### config.mk
export PLATFORM = sky130hd
export DESIGN_NAME = coffee_controller
export DESIGN_NICKNAME = d
export VERILOG_FILES = /design/src/rtl/coffee_controller.sv
export SDC_FILE = /design/constraint.sdc
export NUM_CORES = 1
export LEC_CHECK = 0
export BUFFER_PORTS_ARGS = -buffer_cell sky130_fd_sc_hd__buf_2
export CAP_MARGIN = 30
export CORE_MARGIN = 2
export CORE_UTILIZATION = 58
export DETAILED_ROUTE_END_ITERATION = 8
export PLACE_DENSITY = 0.8
export SYNTH_ARGS = -nofsm -noshare
export SYNTH_HDL_FRONTEND = slang
export SYNTH_SLANG_ARGS = --single-unit
### constraint.sdc
create_clock -name CLK -period 4.3 [get_ports CLK]
set_input_delay 0.43 -clock CLK [delete_from_list [all_inputs] [get_ports CLK]]
set_output_delay 0.43 -clock CLK [all_outputs]
set_load 0.03 [all_outputs]
### src/rtl/coffee_controller.sv
// coffee_controller: coffee machine sequencing FSM with credit, brew timer, change.
// Ports: CLK/RST, BTN, COIN/COIN_V, CONFIRM/CANCEL, FLT_R/P/N -> S0-S3, SR/SP/SN, VL, M, CHANGE/CHG_V.
module coffee_controller #(
  parameter int PRICE0      = 1,
  parameter int PRICE1      = 2,
  parameter int PRICE2      = 5,
  parameter int PRICE3      = 10,
  parameter int BREW_CYCLES = 16,
  parameter int ERR_HOLD    = 8
) (
  input  logic       CLK,
  input  logic       RST,
  input  logic [3:0] BTN,
  input  logic [3:0] COIN,
  input  logic       COIN_V,
  input  logic       CONFIRM,
  input  logic       CANCEL,
  input  logic       FLT_R,
  input  logic       FLT_P,
  input  logic       FLT_N,
  output logic       S0,
  output logic       S1,
  output logic       S2,
  output logic       S3,
  output logic       SR,
  output logic       SP,
  output logic       SN,
  output logic       VL,
  output logic       M,
  output logic [4:0] CHANGE,
  output logic       CHG_V
);

  typedef enum logic [2:0] {
    IDLE,
    SELECT,
    BREW,
    ERR_SENS,
    ERR_VAL
  } state_t;

  localparam int MAXC = (BREW_CYCLES > ERR_HOLD) ? BREW_CYCLES : ERR_HOLD;
  localparam int CW   = (MAXC > 1) ? $clog2(MAXC) : 1;
  localparam logic [CW-1:0] BREW_LD = CW'(BREW_CYCLES - 1);
  localparam logic [CW-1:0] HOLD_LD = CW'(ERR_HOLD - 1);

  state_t        state;
  logic [1:0]    sel;
  logic [4:0]    credit;
  logic [CW-1:0] cnt;
  logic [3:0]    s_q;
  logic [2:0]    e_q;

  logic          btn_one;
  logic [1:0]    btn_idx;
  logic [5:0]    sum;
  logic [4:0]    coin_credit;
  logic [4:0]    price;
  logic          fault_any;
  logic [2:0]    fault_code;

  function automatic logic [3:0] dec(input logic [1:0] i);
    dec = 4'b0001 << i;
  endfunction

  always_comb begin
    btn_one = 1'b0;
    btn_idx = 2'd0;
    case (BTN)
      4'b0001: begin btn_one = 1'b1; btn_idx = 2'd0; end
      4'b0010: begin btn_one = 1'b1; btn_idx = 2'd1; end
      4'b0100: begin btn_one = 1'b1; btn_idx = 2'd2; end
      4'b1000: begin btn_one = 1'b1; btn_idx = 2'd3; end
      default: ;
    endcase
  end

  // Coin value folded into credit, saturating at 31.
  always_comb begin
    sum = {1'b0, credit} + {2'b00, COIN};
    coin_credit = credit;
    if (COIN_V) coin_credit = sum[5] ? 5'd31 : sum[4:0];
  end

  always_comb begin
    price = 5'(PRICE0);
    case (sel)
      2'd0: price = 5'(PRICE0);
      2'd1: price = 5'(PRICE1);
      2'd2: price = 5'(PRICE2);
      2'd3: price = 5'(PRICE3);
      default: ;
    endcase
  end

  // Fault priority reservoir > powder > nozzle, encoded as {SR,SP,SN}.
  always_comb begin
    fault_any  = FLT_R | FLT_P | FLT_N;
    fault_code = 3'b000;
    if (FLT_R)      fault_code = 3'b100;
    else if (FLT_P) fault_code = 3'b010;
    else if (FLT_N) fault_code = 3'b001;
  end

  always_ff @(posedge CLK or posedge RST) begin
    if (RST) begin
      state  <= IDLE;
      sel    <= 2'd0;
      credit <= 5'd0;
      cnt    <= '0;
      s_q    <= 4'd0;
      e_q    <= 3'd0;
      VL     <= 1'b0;
      M      <= 1'b0;
      CHANGE <= 5'd0;
      CHG_V  <= 1'b0;
    end else begin
      CHG_V  <= 1'b0;
      CHANGE <= 5'd0;
      case (state)
        IDLE: begin
          credit <= 5'd0;
          if (btn_one) begin
            sel   <= btn_idx;
            s_q   <= dec(btn_idx);
            state <= SELECT;
          end
        end
        SELECT: begin
          if (CANCEL) begin
            if (coin_credit != 5'd0) begin
              CHG_V  <= 1'b1;
              CHANGE <= coin_credit;
            end
            credit <= 5'd0;
            s_q    <= 4'd0;
            state  <= IDLE;
          end else if (CONFIRM) begin
            if (fault_any) begin
              if (coin_credit != 5'd0) begin
                CHG_V  <= 1'b1;
                CHANGE <= coin_credit;
              end
              credit <= 5'd0;
              e_q    <= fault_code;
              s_q    <= 4'd0;
              cnt    <= HOLD_LD;
              state  <= ERR_SENS;
            end else if (coin_credit < price) begin
              credit <= coin_credit;
              VL     <= 1'b1;
              s_q    <= 4'd0;
              cnt    <= HOLD_LD;
              state  <= ERR_VAL;
            end else begin
              credit <= coin_credit - price;
              M      <= 1'b1;
              cnt    <= BREW_LD;
              state  <= BREW;
            end
          end else begin
            credit <= coin_credit;
            if (btn_one) begin
              sel <= btn_idx;
              s_q <= dec(btn_idx);
            end
          end
        end
        BREW: begin
          // Fault aborts the brew; leftover credit is refunded, price is kept.
          if (fault_any || cnt == '0) begin
            if (credit != 5'd0) begin
              CHG_V  <= 1'b1;
              CHANGE <= credit;
            end
            credit <= 5'd0;
            M      <= 1'b0;
            s_q    <= 4'd0;
            if (fault_any) begin
              e_q   <= fault_code;
              cnt   <= HOLD_LD;
              state <= ERR_SENS;
            end else begin
              state <= IDLE;
            end
          end else begin
            cnt <= cnt - 1'b1;
          end
        end
        ERR_SENS: begin
          if (cnt == '0) begin
            e_q   <= 3'd0;
            state <= IDLE;
          end else begin
            cnt <= cnt - 1'b1;
          end
        end
        ERR_VAL: begin
          if (cnt == '0) begin
            VL    <= 1'b0;
            s_q   <= dec(sel);
            state <= SELECT;
          end else begin
            cnt <= cnt - 1'b1;
          end
        end
        default: state <= IDLE;
      endcase
    end
  end

  assign S0 = s_q[0];
  assign S1 = s_q[1];
  assign S2 = s_q[2];
  assign S3 = s_q[3];
  assign SR = e_q[2];
  assign SP = e_q[1];
  assign SN = e_q[0];

endmodule

### After elaboration in Yosys (flattened, before gate mapping)

Index checks and enable logic that the tools add are counted.

* output and inout bits: 15
* bits of input ports: 16
* register bits after elaboration: 29
* word-level logic and storage cells: 141

* add/sub/neg operators: 3
* muxes and demuxes: 75
* shift-type cells: 2
* bitwise logic cells: 2
* order comparisons: 1
* equality and inequality tests: 25
* reductions and logical operators: 23

Operators with widths (number)
* 5-bit 2-to-1 mux: 13
* 4-bit 2-to-1 mux: 14
* 3-bit 2-to-1 mux: 13
* 2-bit != test, second input constant: 11
* 5-bit one-hot mux with 4 select lines: 1
* 1-bit 2-to-1 mux: 18
* 4-bit one-hot mux with 4 select lines: 1
* 3-bit one-hot mux with 5 select lines: 1
* 5-bit one-hot mux with 3 select lines: 1
* 5-bit AND reduction: 3
* 4-bit one-hot mux with 3 select lines: 1
* 6-bit AND reduction: 2
* 2-bit 2-to-1 mux: 5
* 5-bit one-hot mux with 2 select lines: 1
* 5-bit nonzero test: 2
* 3-bit one-hot mux with 3 select lines: 1
* 3-bit nonzero test: 3
* 1-bit by 2-bit left shift with 4-bit output, first input constant: 2
* 5-bit by 4-bit adder with 6-bit output: 1
* 3-bit by 2-bit equality test with 1-bit output, second input constant: 2
* 3-bit != test, second input constant: 2
* 1-bit one-hot mux with 2 select lines: 3
* 2-bit one-hot mux with 3 select lines: 1
* 2-bit nonzero test: 3
* other kinds (24): 26

### Logic depth before layout (Yosys ltp)

* depth after elaboration: 9
* depth in mapped cells: 13
* mapped depth without buffers: 13

### Worst setup path after synthesis

OpenSTA, ideal clock, no wires.

* path type: input port to flip-flop
* start: input COIN[1]
* end: register credit[4]
* arrival: 3.053 ns
* stages: 12
* buffers on the path: 0
* slack: 1.125 ns
* library setup time: 0.122 ns
* data required time: 4.178 ns
* path through: ha_1 -> a211oi_1 -> nor3b_1 -> o41ai_1 -> ha_1 -> inv_1 -> fa_1 -> a21oi_1 -> nor2b_1 -> nor3b_1 -> xnor2_1 -> a32o_1

* longest elaborated chain between the ends: 9
* elaborated cells between the ends (all ways): 10
* classes of those cells: add/sub: 2; order compare: 1; mux: 7

RTL lines
* from (decl): line 14 `input logic [3:0] COIN,`
* 5-bit by 4-bit adder with 6-bit output (*): line 80 `sum = {1'b0, credit} + {2'b00, COIN};`
* 5-bit 2-to-1 mux (*) (2 in a row): line 82 `if (COIN_V) coin_credit = sum[5] ? 5'd31 : sum[4:0];`
* 5-bit subtractor / 5-bit < comparator (equally long branches): line 156, 149
* 5-bit 2-to-1 mux: line 149 `end else if (coin_credit < price) begin`
* 5-bit 2-to-1 mux: line 139 `if (fault_any) begin`
* 5-bit 2-to-1 mux (*): line 138 `end else if (CONFIRM) begin`
* 5-bit 2-to-1 mux (*): line 130 `if (CANCEL) begin`
* 5-bit one-hot mux with 3 select lines (*): line 120 `case (state)`
* to (signal assigned): line 150 `credit <= coin_credit;`
* to (signal assigned): line 156 `credit <= coin_credit - price;`
* to (signal assigned): line 162 `credit <= coin_credit;`
* to (decl): line 49 `logic [4:0] credit;`

Every way passes the cells marked *; elsewhere a longest branch is shown, timed or not.
A chain may end at the register's enable or synchronous reset.

### Final worst setup path

* start: register credit[1]
* end: register credit[4]

* longest elaborated chain between the ends: 9
* elaborated cells between the ends (all ways): 10
* classes of those cells: add/sub: 2; order compare: 1; mux: 7

RTL lines (line)
* 5-bit by 4-bit adder with 6-bit output: 80
* 5-bit 2-to-1 mux: 82
* 5-bit 2-to-1 mux (*): 82
* 5-bit subtractor / 5-bit < comparator (equally long branches): 156, 149
* 5-bit 2-to-1 mux: 149
* 5-bit 2-to-1 mux: 139
* 5-bit 2-to-1 mux (*): 138
* 5-bit 2-to-1 mux (*): 130
* 5-bit one-hot mux with 3 select lines (*): 120

Marked as above.

==> flow_metrics.py <==
metrics = {
    "placed_design": {
        "pre_cts_ws_ns": 0.573,
        "portBuffers": 30,
        "place_area_mm2": 0.00254,
        "gp_congestion": 0.927,
        "hpwl_mm": 4.10,
        "placedCellCount": 337,
    },
    "logic_synthesis": {
        "synth_most_common_cell": "dfrtp_1",
        "synth.distinct_cells": 66,
        "ys_seq_area_frac": 0.306,
        "synth_edf_count": 0,
        "yosys_warnings": 0,
        "syn-num-nets": 298,
        "yosys.area.top_type": "dfrtp_1",
        "postSynthCellCount": 270,
        "yosysTopAreaCellShare": 0.306,
        "synthTopCellsByCount": "dfrtp_1, inv_1, nand2_1",
        "syn_avg_cell_area_um2": 8.79,
        "synth_area_mm2": 0.00237,
        "async_reset_ff_frac": 1.00,
        "ys_seq_elements": 29,
        "synthTopCellsByArea": "dfrtp_1, ha_1, a21oi_1",
        "synth_ff_type": "dfrtp_1",
    },
    "sta": {
        "timing.hold.ws_ns": 0.0974,
        "finalClockSkew_ns": 0.00505,
        "fin_crit_ns": 3.67,
        "tightest_slew_ns": 0.796,
        "finalSetupTns_ns": 0,
        "slew_viol_final": 0,
        "slew_headroom": 0.462,
        "rsz0062_at_grt": "no",
        "fin_crit_sh": 0.853,
        "setup_slack_ns": 0.634,
        "setup_viol": 0,
        "timing.fmax_mhz": 273,
        "finalHoldViolCount": 0,
    },
    "setup_path": {
        "worstSetupEndpoint": "credit[4]",
        "ff2ff_path_depth": 12,
        "reg2reg_slack_ns": 0.63,
        "cp_max_fo": 6,
        "critPathKind": "reg -> reg",
        "start_kind": "flop",
        "r2r-start": "credit[1]",
        "rr_endpoint": "credit[4]",
        "crit_required_ns": 4.47,
        "critPathLaunch": "credit[1]",
        "critPathArrivalTime_ns": 3.84,
        "critical_path.endpoint_type": "flop",
    },
    "cells_and_area": {
        "n_antenna_cell": 0,
        "fin_area_mm2": 0.00263,
        "final_nets": 322,
        "drive_above_1_share": 0.207,
        "syn_to_final_growth_pct": 10.9,
        "final_cells": 345,
    },
    "flow_run": {
        "max-cap-violations": 0,
    },
    "drt": {
        "ant_nets": 0,
        "vias": 2144,
        "drc": 0,
        "wire_per_inst_um": 15.7,
        "dr.pass1.iters": 4,
        "wirelength_mm": 5.42,
        "viasPerCell": 6.21,
        "drtIter0Drc": 163,
    },
    "floorplan": {
        "fp.dieW_um": 68.0,
        "core_area_mm2": 0.00397,
        "die_h_um": 68.0,
        "dieArea_mm2": 0.00462,
        "initial_utilization": 0.597,
        "num_rows": 23,
        "io_pins": 31,
    },
    "clock_network": {
        "cts_setup_buffers": 0,
        "htree_num_levels": 2,
        "clock_path_buffers": 2,
        "cts_resized": 0,
        "ctsHoldBuffers": 0,
        "clock-root-buffer": "clkbuf_8",
        "cts_tree": "yes",
        "worstSkewPairLatency_ns": 0.29,
        "path_clk_slew_ns": 0.07,
        "cts_sinks": 29,
        "cts_inserted_buffers": 5,
    },
    "global_routing": {
        "track_usage": 0.261,
        "antenna_found_initial": 0,
        "gr-usage-met1": 0.370,
        "top_usage_layer": "met2",
        "grt_first_pass_wirelength_mm": 9.11,
        "grt-ovfl-total": 0,
        "met2_usage": 0.399,
        "grt_max_degree": 24,
        "grt_pass1_vias": 1901,
        "grt_util_met3": 0.0461,
    },
    "hold_path": {
        "hold_path_class": "in -> async",
    },
    "run_status": {
        "outcome": "finished, final reports clean",
    },
    "power_and_ir_drop": {
        "p_leak_nw": 1.17,
        "peakVddDrop_mv": 0.352,
        "p_per_area_mw_per_mm2": 346,
    },
}
==> logic make-up after synthesis <==
logic type,Yosys count,synth area share
compound gates,87,0.271
xor+xnor,5,0.0185
fa+ha+maj,13,0.0738
buf+inv,36,0.0633
flops,29,0.306
mux,7,0.0396
simple gates,93,0.228
==> layout by cell type (no fill, tap or decap), drive strengths merged, types with 3 or more instances in the layout <==
master,instances
dfrtp,29
o221ai,4
a31oi,6
a21o,4
or3,5
o21ai,20
nor2,15
inv,22
nand2,20
clkbuf,5
nor4b,6
o41ai,4
o22ai,3
buf,31
mux2,7
nor3b,7
nand3,7
o21a,5
a21oi,17
o211ai,3
or2,3
nor2b,6
xnor2,3
ha,10
nor3,9
nor4,3
==> power by group <==
part | leakage, nW | internal (W) | total [W] | switching, W
sequential | 0.378 | 0.000307 | 0.000350 | 0.0000434
clock | 0.0439 | 0.000111 | 0.000221 | 0.000110
combinational | 0.746 | 0.000144 | 0.000339 | 0.000195
total | 1.17 | 0.000563 | 0.000911 | 0.000348
==> state kept, by name (all words and copies together) (netlist names) <==
name	cells
CHG_V	1
s_q	4
CHANGE	5
sel	2
state	3
M	1
VL	1
cnt	4
e_q	3
credit	5
==> routing by layer <==
layer  up-vias  part of all wire
met4         0             0.016
met2        53              0.46
met5         -                 0
met1      1014              0.48
met3        11             0.041
li1       1066                 -
==> through the flow <==
stage / power (W) / util
2_1_floorplan: 0.000612 / -
3_3_place_gp: 0.000681 / 0.634
3_5_place_dp: 0.000692 / 0.641
4_1_cts: 0.000911 / 0.663
5_1_grt: 0.000974 / 0.663
6_report: 0.000911 / 0.663
==> worst min-delay path by stage <==
| stage | endpoint | slack (ns) | cells after the start |
|---|---|---|---|
| floorplan | cnt[0] | 0.46 | 1 |
| global placement | e_q[1] | 0.49 | 1 |
| detailed placement | cnt[0] | 0.41 | 2 |
| CTS | cnt[0] | 0.11 | 2 |
| global route | cnt[3] | 0.12 | 2 |
| finish | cnt[3] | 0.1 | 2 |
==> worst max-delay path: stages, from the launching register on <==
cell	delay, ns
dfrtp_1	0.45
ha_1	0.30
a211oi_1	0.40
nor3b_1	0.15
o41ai_1	0.68
ha_1	0.30
inv_1	0.06
fa_1	0.40
a21oi_1	0.16
nor2b_1	0.08
nor3b_1	0.22
xnor2_1	0.09
a32o_1	0.26
==> cell type report <==
class / count / area, um2
Multi-Input combinational cell: 205 / 1500
Fill cell: 332 / 1340
Sequential cell: 29 / 726
Timing Repair Buffer: 31 / 178
Inverter: 22 / 82.6
Clock buffer: 5 / 68.8
Tap cell: 50 / 62.6
Clock inverter: 3 / 17.5
(Power assumes the default switching activity.)
